$ cat src/rtl/out_wr_controller_fsm_pkg.sv
// Shared widths, state encodings, error codes and header field helpers for the
// output-side write controller. The input-side FSM uses the same definitions.
package out_wr_controller_fsm_pkg;

    localparam int DATA_WIDTH      = 32;
    localparam int PORT_NUB_TOTAL  = 16;
    localparam int DATA_LENGTH_MAX = 1024;
    localparam int WIDTH_SEL       = $clog2(PORT_NUB_TOTAL);
    localparam int WIDTH_LENGTH    = $clog2(DATA_LENGTH_MAX);
    localparam int HDR_TIMEOUT     = 64;
    localparam int WIDTH_TIMER     = $clog2(HDR_TIMEOUT);

    localparam logic [2:0] ST_IDLE     = 3'b000;
    localparam logic [2:0] ST_WAIT_HDR = 3'b001;
    localparam logic [2:0] ST_WR       = 3'b011;
    localparam logic [2:0] ST_DONE     = 3'b111;

    localparam logic [1:0] ERR_NONE        = 2'b00;
    localparam logic [1:0] ERR_HDR_TIMEOUT = 2'b01;
    localparam logic [1:0] ERR_HDR_LEN     = 2'b10;
    localparam logic [1:0] ERR_PROTOCOL    = 2'b11;

    localparam int HDR_LEN_LSB = 0;
    localparam int HDR_SRC_LSB = WIDTH_LENGTH;

    function automatic logic [WIDTH_LENGTH-1:0] hdr_len(input logic [DATA_WIDTH-1:0] data);
        return data[HDR_LEN_LSB +: WIDTH_LENGTH];
    endfunction

endpackage

$ cat src/rtl/out_wr_controller_fsm.sv
// Output-port write controller: grants a requesting input port once the FIFO can
// hold the whole frame, then writes its header and payload beats into the FIFO.
module out_wr_controller_fsm
    import out_wr_controller_fsm_pkg::*;
(
    input  logic                     clk,
    input  logic                     rst_n,
    input  logic                     req,
    input  logic [WIDTH_SEL-1:0]     req_src,
    input  logic [WIDTH_LENGTH-1:0]  req_length,
    output logic                     grant,
    output logic                     busy,
    input  logic                     in_valid,
    input  logic                     in_sel,
    input  logic [DATA_WIDTH-1:0]    in_data,
    input  logic [WIDTH_LENGTH:0]    fifo_free,
    output logic                     fifo_wr_en,
    output logic [DATA_WIDTH-1:0]    fifo_wr_data,
    output logic                     frame_done,
    output logic [WIDTH_SEL-1:0]     frame_src,
    output logic [WIDTH_LENGTH-1:0]  frame_len,
    output logic                     err,
    output logic [1:0]               err_code
);

    logic [2:0]              r_state;
    logic [WIDTH_LENGTH-1:0] r_cnt;
    logic [WIDTH_TIMER-1:0]  r_timer;
    logic                    r_grant;
    logic                    r_busy;
    logic                    r_wr_en;
    logic [DATA_WIDTH-1:0]   r_wr_data;
    logic                    r_done;
    logic [WIDTH_SEL-1:0]    r_frame_src;
    logic [WIDTH_LENGTH-1:0] r_frame_len;
    logic                    r_err;
    logic [1:0]              r_err_code;

    logic [2:0]              w_next_state;
    logic [WIDTH_LENGTH-1:0] w_cnt;
    logic [WIDTH_LENGTH-1:0] w_cnt_inc;
    logic [WIDTH_TIMER-1:0]  w_timer;
    logic                    w_grant;
    logic                    w_wr_en;
    logic                    w_err;
    logic [1:0]              w_err_code;
    logic [WIDTH_SEL-1:0]    w_frame_src;
    logic [WIDTH_LENGTH-1:0] w_frame_len;
    logic [WIDTH_LENGTH:0]   w_need;
    logic                    w_room;

    // Room check is done one bit wider so a maximum-length request cannot wrap.
    assign w_need    = {1'b0, req_length} + {{WIDTH_LENGTH{1'b0}}, 1'b1};
    assign w_room    = (fifo_free >= w_need);
    assign w_cnt_inc = r_cnt + {{(WIDTH_LENGTH-1){1'b0}}, 1'b1};

    // Next-state, write-accept and error decode for the current beat.
    always_comb begin
        w_next_state = r_state;
        w_cnt        = r_cnt;
        w_timer      = r_timer;
        w_grant      = 1'b0;
        w_wr_en      = 1'b0;
        w_err        = 1'b0;
        w_err_code   = r_err_code;
        w_frame_src  = r_frame_src;
        w_frame_len  = r_frame_len;
        case (r_state)
            ST_IDLE: begin
                if (in_valid) begin
                    w_err      = 1'b1;
                    w_err_code = ERR_PROTOCOL;
                end else begin
                    w_err = 1'b0;
                end
                if (req && w_room) begin
                    w_grant      = 1'b1;
                    w_frame_src  = req_src;
                    w_frame_len  = req_length;
                    w_cnt        = {WIDTH_LENGTH{1'b0}};
                    w_timer      = {WIDTH_TIMER{1'b0}};
                    w_next_state = ST_WAIT_HDR;
                end else begin
                    w_grant = 1'b0;
                end
            end
            ST_WAIT_HDR: begin
                // A header arriving on the timeout cycle still wins.
                if (in_valid && in_sel) begin
                    w_wr_en      = 1'b1;
                    w_cnt        = {WIDTH_LENGTH{1'b0}};
                    w_next_state = (r_frame_len == {WIDTH_LENGTH{1'b0}}) ? ST_DONE : ST_WR;
                    if (hdr_len(in_data) != r_frame_len) begin
                        w_err      = 1'b1;
                        w_err_code = ERR_HDR_LEN;
                    end else begin
                        w_err = 1'b0;
                    end
                end else if (r_timer == WIDTH_TIMER'(HDR_TIMEOUT - 1)) begin
                    w_err        = 1'b1;
                    w_err_code   = ERR_HDR_TIMEOUT;
                    w_next_state = ST_IDLE;
                end else begin
                    w_timer = r_timer + {{(WIDTH_TIMER-1){1'b0}}, 1'b1};
                    if (in_valid) begin
                        w_err      = 1'b1;
                        w_err_code = ERR_PROTOCOL;
                    end else begin
                        w_err = 1'b0;
                    end
                end
            end
            ST_WR: begin
                if (in_valid && !in_sel) begin
                    w_wr_en = 1'b1;
                    w_cnt   = w_cnt_inc;
                    if (w_cnt_inc == r_frame_len) begin
                        w_next_state = ST_DONE;
                    end else begin
                        w_next_state = ST_WR;
                    end
                end else if (in_valid && in_sel) begin
                    w_err      = 1'b1;
                    w_err_code = ERR_PROTOCOL;
                end else begin
                    w_err = 1'b0;
                end
            end
            ST_DONE: begin
                w_cnt        = {WIDTH_LENGTH{1'b0}};
                w_next_state = ST_IDLE;
                if (in_valid) begin
                    w_err      = 1'b1;
                    w_err_code = ERR_PROTOCOL;
                end else begin
                    w_err = 1'b0;
                end
            end
            default: begin
                w_next_state = ST_IDLE;
                w_cnt        = {WIDTH_LENGTH{1'b0}};
                w_timer      = {WIDTH_TIMER{1'b0}};
            end
        endcase
    end

    // State, counters and all registered outputs.
    always_ff @(posedge clk or negedge rst_n) begin
        if (!rst_n) begin
            r_state     <= ST_IDLE;
            r_cnt       <= {WIDTH_LENGTH{1'b0}};
            r_timer     <= {WIDTH_TIMER{1'b0}};
            r_grant     <= 1'b0;
            r_busy      <= 1'b0;
            r_wr_en     <= 1'b0;
            r_wr_data   <= {DATA_WIDTH{1'b0}};
            r_done      <= 1'b0;
            r_frame_src <= {WIDTH_SEL{1'b0}};
            r_frame_len <= {WIDTH_LENGTH{1'b0}};
            r_err       <= 1'b0;
            r_err_code  <= ERR_NONE;
        end else begin
            r_state     <= w_next_state;
            r_cnt       <= w_cnt;
            r_timer     <= w_timer;
            r_grant     <= w_grant;
            r_busy      <= (w_next_state != ST_IDLE);
            r_wr_en     <= w_wr_en;
            r_wr_data   <= w_wr_en ? in_data : r_wr_data;
            r_done      <= (w_next_state == ST_DONE);
            r_frame_src <= w_frame_src;
            r_frame_len <= w_frame_len;
            r_err       <= w_err;
            r_err_code  <= w_err_code;
        end
    end

    assign grant        = r_grant;
    assign busy         = r_busy;
    assign fifo_wr_en   = r_wr_en;
    assign fifo_wr_data = r_wr_data;
    assign frame_done   = r_done;
    assign frame_src    = r_frame_src;
    assign frame_len    = r_frame_len;
    assign err          = r_err;
    assign err_code     = r_err_code;

endmodule
$ cat config.mk
export PLATFORM = sky130hd
export DESIGN_NAME = out_wr_controller_fsm
export DESIGN_NICKNAME = d
export VERILOG_FILES = /design/src/rtl/out_wr_controller_fsm_pkg.sv /design/src/rtl/out_wr_controller_fsm.sv
export SDC_FILE = /design/constraint.sdc
export NUM_CORES = 1
export LEC_CHECK = 0
export ABC_AREA = 1
export BUFFER_PORTS_ARGS = -buffer_cell sky130_fd_sc_hd__buf_4
export CAP_MARGIN = 20
export CORE_UTILIZATION = 49
export CTS_BUF_LIST = sky130_fd_sc_hd__clkbuf_4 sky130_fd_sc_hd__clkbuf_8
export CTS_CLUSTER_DIAMETER = 60
export DETAILED_ROUTE_END_ITERATION = 12
export PLACE_DENSITY = 0.79
export SKIP_LAST_GASP = 1
export SLEW_MARGIN = 10
export SYNTH_ARGS = -nofsm -noshare
export SYNTH_HDL_FRONTEND = slang
export SYNTH_SLANG_ARGS = --single-unit
$ cat constraint.sdc
create_clock -name clk -period 1.9 [get_ports clk]
set_clock_uncertainty 0.2 [all_clocks]
set_input_delay 0.19 -clock clk [delete_from_list [all_inputs] [get_ports clk]]
set_output_delay 0.19 -clock clk [all_outputs]
set_load 0.01 [all_outputs]
Yosys cells after proc, flatten, opt, wreduce, memory -nomap -nowiden:

Cells that the tools add are included.

* memory bits (read-only): 0
* logic and storage cells: 79
* bits in latches: 0
* memories: 0
* bits in writable memories: 0
* output and inout port bits: 53
* flip-flop bits (word level): 72

* divide/modulo/power cells: 0
* add/subtract/negate cells: 3
* equal/unequal tests: 15
* multiplexer cells: 33
* $lt $le $gt $ge: 1
* bitwise logic cells: 1
* shift-type cells: 0
* reductions and logical operators: 14
* multipliers: 0

Operators with widths (number)
* $mux 10: 3
* $pmux 10 s3: 1
* $mux 3: 6
* $mux 6: 3
* $pmux 6 s3: 1
* $ne 2x2->1 const B: 7
* $mux 2: 6
* $add 10x1->11 const B: 1
* $ge 11x11->1: 1
* $add 10x1->10 const B: 1
* $eq 10x10->1: 1
* $logic_not 10->1: 1
* $ne 10x10->1: 1
* $mux 1: 9
* $pmux 3 s3: 1
* $reduce_and 4->1: 2
* $add 6x1->6 const B: 1
* $eq 3x3->1 const B: 2
* $eq 6x6->1 const B: 1
* $pmux 2 s3: 1
* $reduce_bool 3->1: 2
* $reduce_or 2->1: 2
* $eq 3x1->1 const B: 1
* $eq 3x2->1 const B: 1
* other kinds (9): 11

Longest topological paths before layout:

Gate-level depths: netlist of the first run.

* depth after elaboration: 6
* gate-level depth with buffers: 18
* gate-level depth less buffers: 18

Worst setup path after synthesis of the first run:

No wires, ideal clock.

* path kind: input -> register
* from: input port req_length[2]
* to: register r_timer[0]
* path buffers: 0
* cell stages on the path: 18
* setup slack: -0.533 ns
* arrival: 2.116 ns
* required time: 1.583 ns
* cells stage by stage: nand3_1 -> nand3b_1 -> nor2_1 -> nand3_1 -> xnor2_1 -> inv_1 -> ha_1 -> nand2_1 -> nor2_1 -> nand2_1 -> nor2_1 -> nor2_1 -> nand3_1 -> nand2_1 -> nand2_1 -> nand2_1 -> nand2_1 -> nand2_1

* word-level cells in the longest chain between the ends: 5

RTL lines
* start, declared: RTL line out_wr_controller_fsm.sv:10 `input logic [WIDTH_LENGTH-1:0] req_length,`
* $add 10x1->11: RTL line out_wr_controller_fsm.sv:53 `assign w_need = {1'b0, req_length} + {{WIDTH_LENGTH{1'b0}}, 1'b1};`
* $ge 11x11->1: RTL line out_wr_controller_fsm.sv:54 `assign w_room = (fifo_free >= w_need);`
* $logic_and 1x1->1: RTL line out_wr_controller_fsm.sv:76 `if (req && w_room) begin`
* $ne 2x2->1 (no source line)
* $reduce_and 4->1 (no source line)
* end signal, assigned: RTL line out_wr_controller_fsm.sv:152 `r_timer <= {WIDTH_TIMER{1'b0}};`
* end signal, assigned: RTL line out_wr_controller_fsm.sv:165 `r_timer <= w_timer;`
* end, declared: RTL line out_wr_controller_fsm.sv:28 `logic [WIDTH_TIMER-1:0] r_timer;`

No other way between the ends.
A chain may end at the register's enable or synchronous reset.

Worst setup path in the final report of the first run:

* from: input port req_length[1]
* to: register r_frame_len[8] (netlist: frame_len[8])

* word-level cells in the longest chain between the ends: 4

RTL lines
* $add 10x1->11: RTL line out_wr_controller_fsm.sv:53
* $ge 11x11->1: RTL line out_wr_controller_fsm.sv:54
* $logic_and 1x1->1: RTL line out_wr_controller_fsm.sv:76
* $reduce_and 2->1 (no source line)
* end signal, assigned: RTL line out_wr_controller_fsm.sv:159 `r_frame_len <= {WIDTH_LENGTH{1'b0}};`
* end signal, assigned: RTL line out_wr_controller_fsm.sv:172 `r_frame_len <= w_frame_len;`
* end, declared: RTL line out_wr_controller_fsm.sv:35 `logic [WIDTH_LENGTH-1:0] r_frame_len;`

No other way between the ends.

==> out/results.ini, run 1 <==
[synth]
ys_ff_latch=72
synthMuxAreaShare_pct=8.10
syn-num-nets=534
synth_xor_area_share_pct=3.82
yosysUniqueCellTypes=30
synth_top_family_by_area=simple AND/OR/NAND/NOR gates
synthAdderAreaFrac_pct=4.50
syn_inst=458
synth-simple-area-share_pct=25.2
avgSynthCellArea_um2=8.50
synth_warnings=0
synth_seq_area_share_pct=46.3
synth_compound_area_share_pct=6.49
synthesis.area_um2=3890

[drt]
ant_nets=0
wl_per_cell_um=20.0
drt_first_iter_violations=570
num_vias=4490
wirelength_um=15500
drc=0
viasPerCell=5.79
drt-pass1-iter-count=6

[min_path]
min_from=req_length[4]
hp-class=in -> reg

[worst_setup_path]
reg2reg_slack_ns=-0.20
worstSetupPathType=in -> reg
path_cells=buf_8, ha_4, nand3_4, nor2_4, nand4_1, nand3b_1, ha_4, nand2_4, nor2_1, nand2_1, nor2_2, nor2_1, nand3_1, nand2_4, nor2_4, buf_12, nand2_1, o21ai_0
required_ns=1.97
cp.arrival_ns=2.43
crit_family=simple AND/OR/NAND/NOR gates
crit_slowest_cell=ha_4
critPathLaunchType=primary input
crit_fanout=20
crit_start=req_length[1]
crit-reg2reg-launch=r_timer[1]
cp_num_buf_inv=2
slowest_delay_ns=0.31
cp-end-kind=flop

[global_routing]
antenna_found_initial=0
gr-usage-all-layers_pct=31.9
grt_max_degree=44
grt_pass1_wl_um=20300
grt_overflow=0
grt_pass1_vias=4190

[timing]
finalSetupViolCount=42
drv_slew=0
rsz0062_at_grt=yes
tightestPinTransition_ns=0.552
finalSetupTns_ns=-13.38
fin_crit_sh_pct=124
hold_viol=0
relSlewSlack_pct=63.2
fin_ws_ns=-0.463
maxClockFrequency_mhz=423
fin_crit_ns=2.36

[layout]
syn_to_final_growth_pct=61.5
postLayoutCoreUtil_pct=81.9
fillCellCount=409
multi_input_area_um2=2210
antenna_cells=0
seqCellArea_um2=1810
fin_nets=745
drive_gt1_share_pct=40.4

[place]
dp.final_hpwl_um=8060
place_ws_ns=-0.739
io_buffers=114
gp_congestion=0.895

[power]
p_leak_uw=0.00311
vdd_ir_drop_max_mv=0.811
powerDensity_nw_per_um2=1360

[run_status]
status=complete, but fails checks
violations=negative setup slack

[floorplan]
coreArea_um2=7690
io_pins=115
die_h_um=91.2
row_count=32
initial_core_util_pct=50.7
fp.dieW_um=91.2
die_area_um2=8310

[clock_tree]
clk_latency_ns=0.36
cts_buffers=9
h-tree-depth=3
cts_root_buffer=clkbuf_8
clock_sink_count=72
cts_tree=yes
path_clk_slew_ns=0.07
clk_path_buf_depth=2

[run]
cap_violations=0

[cells by family (layout without fill, tap and decap cells)]
logic type,Yosys count,after routing
buffers and inverters,50,265
AOI/OAI and AO/OA,46,46
adders and majority gates,14,14
and+or+nand+nor,231,232
DFF,72,72
xor gates and xnor gates,17,17
muxes,28,28
[final timing paths]
kind | end | depth (start not counted)
worst max-delay path | frame_len[8] | 18
worst min-delay path | frame_len[4] | 4
worst max register to register | r_state[0] | 6
worst min register to register | err_code[1] | 2
max in group asynchronous | r_cnt[2] | 3
min in group asynchronous | frame_done | 2
[repair_timing]
action                                  CTS  global route
buffers inserted                          4            10
endpoints found under the setup margin   35            62
hold buffers                             45             0
pin swaps                                11            10
cloned                                    1             1
endpoints found under the hold margin   115             0
resized for setup                        35            46
[flip-flops by register name, indices dropped and copies added (netlist names)]
| signal | cells |
|---|---|
| fifo_wr_data | 32 |
| frame_len | 10 |
| r_cnt | 10 |
| r_timer | 6 |
| frame_src | 4 |
| r_state | 3 |
| err_code | 2 |
| busy | 1 |
| err | 1 |
| fifo_wr_en | 1 |
| frame_done | 1 |
| grant | 1 |
[layer usage]
metal	track usage (%)	wire [um]
met1	35.5	5330
met5	0	0
met4	17.5	1180
met2	55.9	7660
met3	7.87	1320
[layout by cell type (no fill, tap or decap), types with 3 or more instances in the layout]
cell / netlist / routed
buf_4: 2 / 151
nand2_1: 138 / 109
dfrtp_1: 72 / 69
dlygate4sd3_1: 0 / 45
inv_1: 43 / 41
nand3_1: 34 / 29
mux2_2: 26 / 26
nor2_1: 32 / 23
o21ai_0: 27 / 21
nand2_2: 2 / 21
a21oi_1: 13 / 12
ha_1: 14 / 10
xor2_1: 9 / 9
nor2_2: 2 / 9
clkbuf_8: 0 / 9
nand4_1: 8 / 8
xnor2_1: 8 / 7
nand2_4: 0 / 7
o21ai_1: 1 / 6
nand3b_1: 4 / 4
nand3_2: 1 / 4
nor3_1: 6 / 4
nand2_8: 0 / 4
ha_4: 0 / 4
nor2_4: 1 / 3
inv_2: 1 / 3
bufinv_16: 0 / 3
buf_8: 0 / 3
buf_12: 0 / 3
dfrtp_2: 0 / 3
[metrics by stage]
| stage | area, um2 | cells | hold WS, ns | total power [uW] |
|---|---|---|---|---|
| after detailed placement | 5150 | 699 | -0.0558 | 5970 |
| after floorplan | 3960 | 458 | -0.306 | 4350 |
| after global routing | 6290 | 776 | 0.000795 | 8840 |
| after global placement | 5150 | 699 | -0.0642 | 5860 |
| after CTS | 6030 | 765 | 0.00155 | 7720 |
| final | 6290 | 776 | 0.0112 | 8540 |
[power by group]
group / switching [uW] / total, uW / internal, uW
Sequential: 619 / 2770 / 2150
Combinational: 2260 / 4220 / 1960
Clock: 658 / 1560 / 897
Total: 3540 / 8540 / 5000
[final cells by class]
| cell class | instances | share of cell area, % |
|---|---|---|
| Tap cell | 102 | 2.03 |
| Sequential cell | 72 | 28.7 |
| Clock inverter | 6 | 1.83 |
| Inverter | 44 | 2.62 |
| Timing Repair Buffer | 205 | 27.6 |
| Clock buffer | 10 | 2.09 |
| Multi-Input combinational cell | 337 | 35.1 |
[worst register-to-register path: stages (launching register included)]
cell and delay (ns):
dfrtp_1 0.42, ha_1 0.19, nand2_1 0.07, inv_1 0.08, nand3_1 0.19, o311ai_2 0.54
o21ai_0 0.24
[cells in the mapped netlist, drive strengths merged]
master | instances | area [um2]
a21oi | 13 | 65.1
buf | 5 | 48.8
clkbuf | 1 | 3.75
dfrtp | 72 | 1800
ha | 14 | 175
inv | 44 | 165
mux2 | 28 | 315
nand2 | 140 | 531
nand3 | 35 | 180
nand3b | 4 | 30.0
nand4 | 8 | 50.1
nor2 | 35 | 144
nor3 | 6 | 30.0
nor4 | 1 | 6.26
o211ai | 1 | 7.51
o21ai | 29 | 156
o21bai | 2 | 15.0
o311ai | 1 | 8.76
or2 | 2 | 12.5
xnor2 | 8 | 70.1
xor2 | 9 | 78.8
No activity file was read; power rests on OpenSTA's default activity.
==> run 2, diff against run 1 <==
- CELL_PAD_IN_SITES_DETAIL_PLACEMENT: not set -> 0
- CELL_PAD_IN_SITES_GLOBAL_PLACEMENT: not set -> 1
- CORE_UTILIZATION: 49 -> 35
- PLACE_DENSITY: 0.79 -> not set
- PLACE_DENSITY_LB_ADDON: not set -> 0.1
==> run 2 against run 1 <==
Against the previous run: the run still ends with negative setup slack left; critical path type unchanged; register-to-register slack better by 0.29 ns; fmax up 8.5%; worst setup slack improved by 0.18 ns; hold slack gained 0.040 ns.
==> out/results.ini, run 2 (synthesis results as in run 1) <==
[run_status]
status=complete, but fails checks
violations=negative setup slack

[floorplan]
fp.dieW_um=107  ; +18%
die_h_um=107  ; +18%
die_area_um2=11600  ; +39%
io_pins=115  ; unchanged
initial_core_util_pct=35.9  ; -15 points
row_count=38  ; +19%
coreArea_um2=10800  ; +41%

[worst_setup_path]
worstSetupPathType=in -> reg
crit-reg2reg-launch=r_cnt[1]
required_ns=1.98  ; about the same
path_cells=buf_8, nand3_4, nand3b_1, nor2_2, nand3_2, xnor2_2, inv_2, ha_4, nand2_4, nor2_2, nand2_1, nor2_1, nor2_1, nand3_2, nand2_4, nor2_4, clkbuf_16, nand2_4, o21ai_1
critPathLaunchType=primary input
cp-end-kind=flop
crit_path_frequent_cell=nand2_4
ff2ff_path_depth=9  ; +3
crit_slowest_cell=ha_4
crit_fanout=5  ; -75%
reg2reg_slack_ns=0.09  ; +0.29 ns
r2r-end=frame_done
cp.arrival_ns=2.26  ; -0.17 ns
slowest_delay_ns=0.27  ; -0.04 ns

[power]
p_leak_uw=0.00309  ; -0.44%
powerDensity_nw_per_um2=1250  ; -7.9%
vdd_ir_drop_max_mv=0.677  ; -16%

[layout]
largest_reg_flops=32  ; unchanged
syn_to_final_growth_pct=62.6
fillCellCount=980  ; +140%
layout_commonest_cell=buf_4
final_area_um2=6330  ; +0.66%
fin_nets=749  ; +0.54%
drive_gt1_share_pct=38.6  ; -1.7 points
antenna_cells=0  ; unchanged
mostFrequentLayoutCells=buf_4, nand2_1, dfrtp_1, dlygate4sd3_1, inv_1

[timing]
fin_crit_sh_pct=115  ; -9.7 points
maxClockFrequency_mhz=459  ; +8.5%
fin_crit_ns=2.18  ; -0.185 ns
rsz0062_at_grt=yes
fin_ws_ns=-0.278  ; +0.185 ns
relSlewSlack_pct=67.7  ; +4.6 points
hold_viol=0  ; unchanged
finalSetupViolCount=33  ; -21%
drv_slew=0  ; unchanged
whs_ns=0.0513  ; +0.0400 ns
tightestPinTransition_ns=0.484  ; -0.0674 ns

[global_routing]
grt_use_met3_pct=5.08  ; -2.8 points
grt_pass1_vias=3945  ; -5.8%
grt_overflow=0  ; unchanged
gr-usage-all-layers_pct=21.3  ; -11 points
grt_max_degree=36  ; -18%
use_met2_pct=36.1  ; -20 points
met1_usage_pct=26.4  ; -9.1 points
busiest_layer=met2
grt_pass1_wl_um=18800  ; -7.0%
antenna_found_initial=0  ; unchanged

[drt]
wl_per_cell_um=14.4  ; -28%
drt-pass1-iter-count=4  ; -2
drt_first_iter_violations=136  ; -76%
wirelength_um=11800  ; -24%
num_vias=3862  ; -14%
viasPerCell=4.72  ; -18%
drc=0  ; unchanged
ant_nets=0  ; unchanged

[place]
dp.final_hpwl_um=8500  ; +5.5%
gp_congestion=0.860  ; -3.8%
placed_area_um2=5230  ; +1.5%
place_ws_ns=-0.698  ; +0.0415 ns
io_buffers=114  ; unchanged

[clock_tree]
clk_latency_ns=0.35  ; about the same
cts_buffers=9  ; unchanged
cts_tree=yes
clk_path_buf_depth=2  ; unchanged
clock_sink_count=72  ; unchanged
path_clk_slew_ns=0.08  ; about the same
h-tree-depth=3  ; unchanged
cts_root_buffer=clkbuf_8

[run]
cap_violations=0  ; unchanged

[min_path]
min_from=req_length[2]
hp-class=in -> reg
min_path_cells=5  ; +1
hold_end=frame_len[2]

run 2: area by class of cell:
type	count	area, um2	share of cell area [%]
timing repair buffer	209	1790	28.2
sequential	72	1800	28.5
tap	140	175	2.77
clock buffer	9	124	1.96
multi-input combinational	337	2150	34.0
clock inverter	7	125	1.98
inverter	44	165	2.61
run 2: where the power goes:
part | switching, uW | internal, uW
clock network | 625 | 888
registers | 483 | 2150
logic | 1860 | 1920
run 2: metal layers:
| metal | routed length (um) | share of wire [%] |
|---|---|---|
| met1 | 5060 | 43 |
| met2 | 5950 | 50 |
| met3 | 580 | 4.9 |
| met4 | 195 | 1.7 |
| met5 | 0 | 0 |
run 2: critical path: cells and delay by family:
family	cells	cell delay, ns
AND/OR/NAND/NOR	13	1.22
buffers and inverters	3	0.36
adder cells (fa/ha/maj)	1	0.27
XOR/XNOR	1	0.14
AO/OA/AOI/OAI	1	0.06
run 2: repair_timing:
item	in CTS	in global routing
buffers inserted	7	3
endpoints found under the setup margin	35	64
endpoints found under the hold margin	82	0
resized for setup	31	38
gates cloned	1	3
hold buffers	47	0
pin swaps	8	2
run 2: how the worst max path moves through the flow:
stage / start / endpoint / slack, ns / cells after the start
after floorplan: req_length[2] / frame_len[3] / -0.42 / 17
after global placement: req_length[0] / r_cnt[2] / -0.67 / 18
after detailed placement: req_length[0] / r_cnt[0] / -0.70 / 16
after CTS: req_length[2] / frame_len[4] / -0.17 / 18
after global routing: req_length[2] / frame_src[1] / -0.49 / 19
final: req_length[2] / frame_len[0] / -0.28 / 19
run 2: per-stage QoR:
stage | TNS, ns | utilization (%) | cells | power [uW]
floorplan | -11.49 | - | 458 | 4350
global placement | -20.54 | 48.3 | 741 | 5950
detailed placement | -21.80 | 48.3 | 741 | 6010
CTS | -4.29 | 56.6 | 812 | 7860
finish | -8.33 | 58.4 | 818 | 7920
global route | -15.18 | 58.4 | 818 | 8510
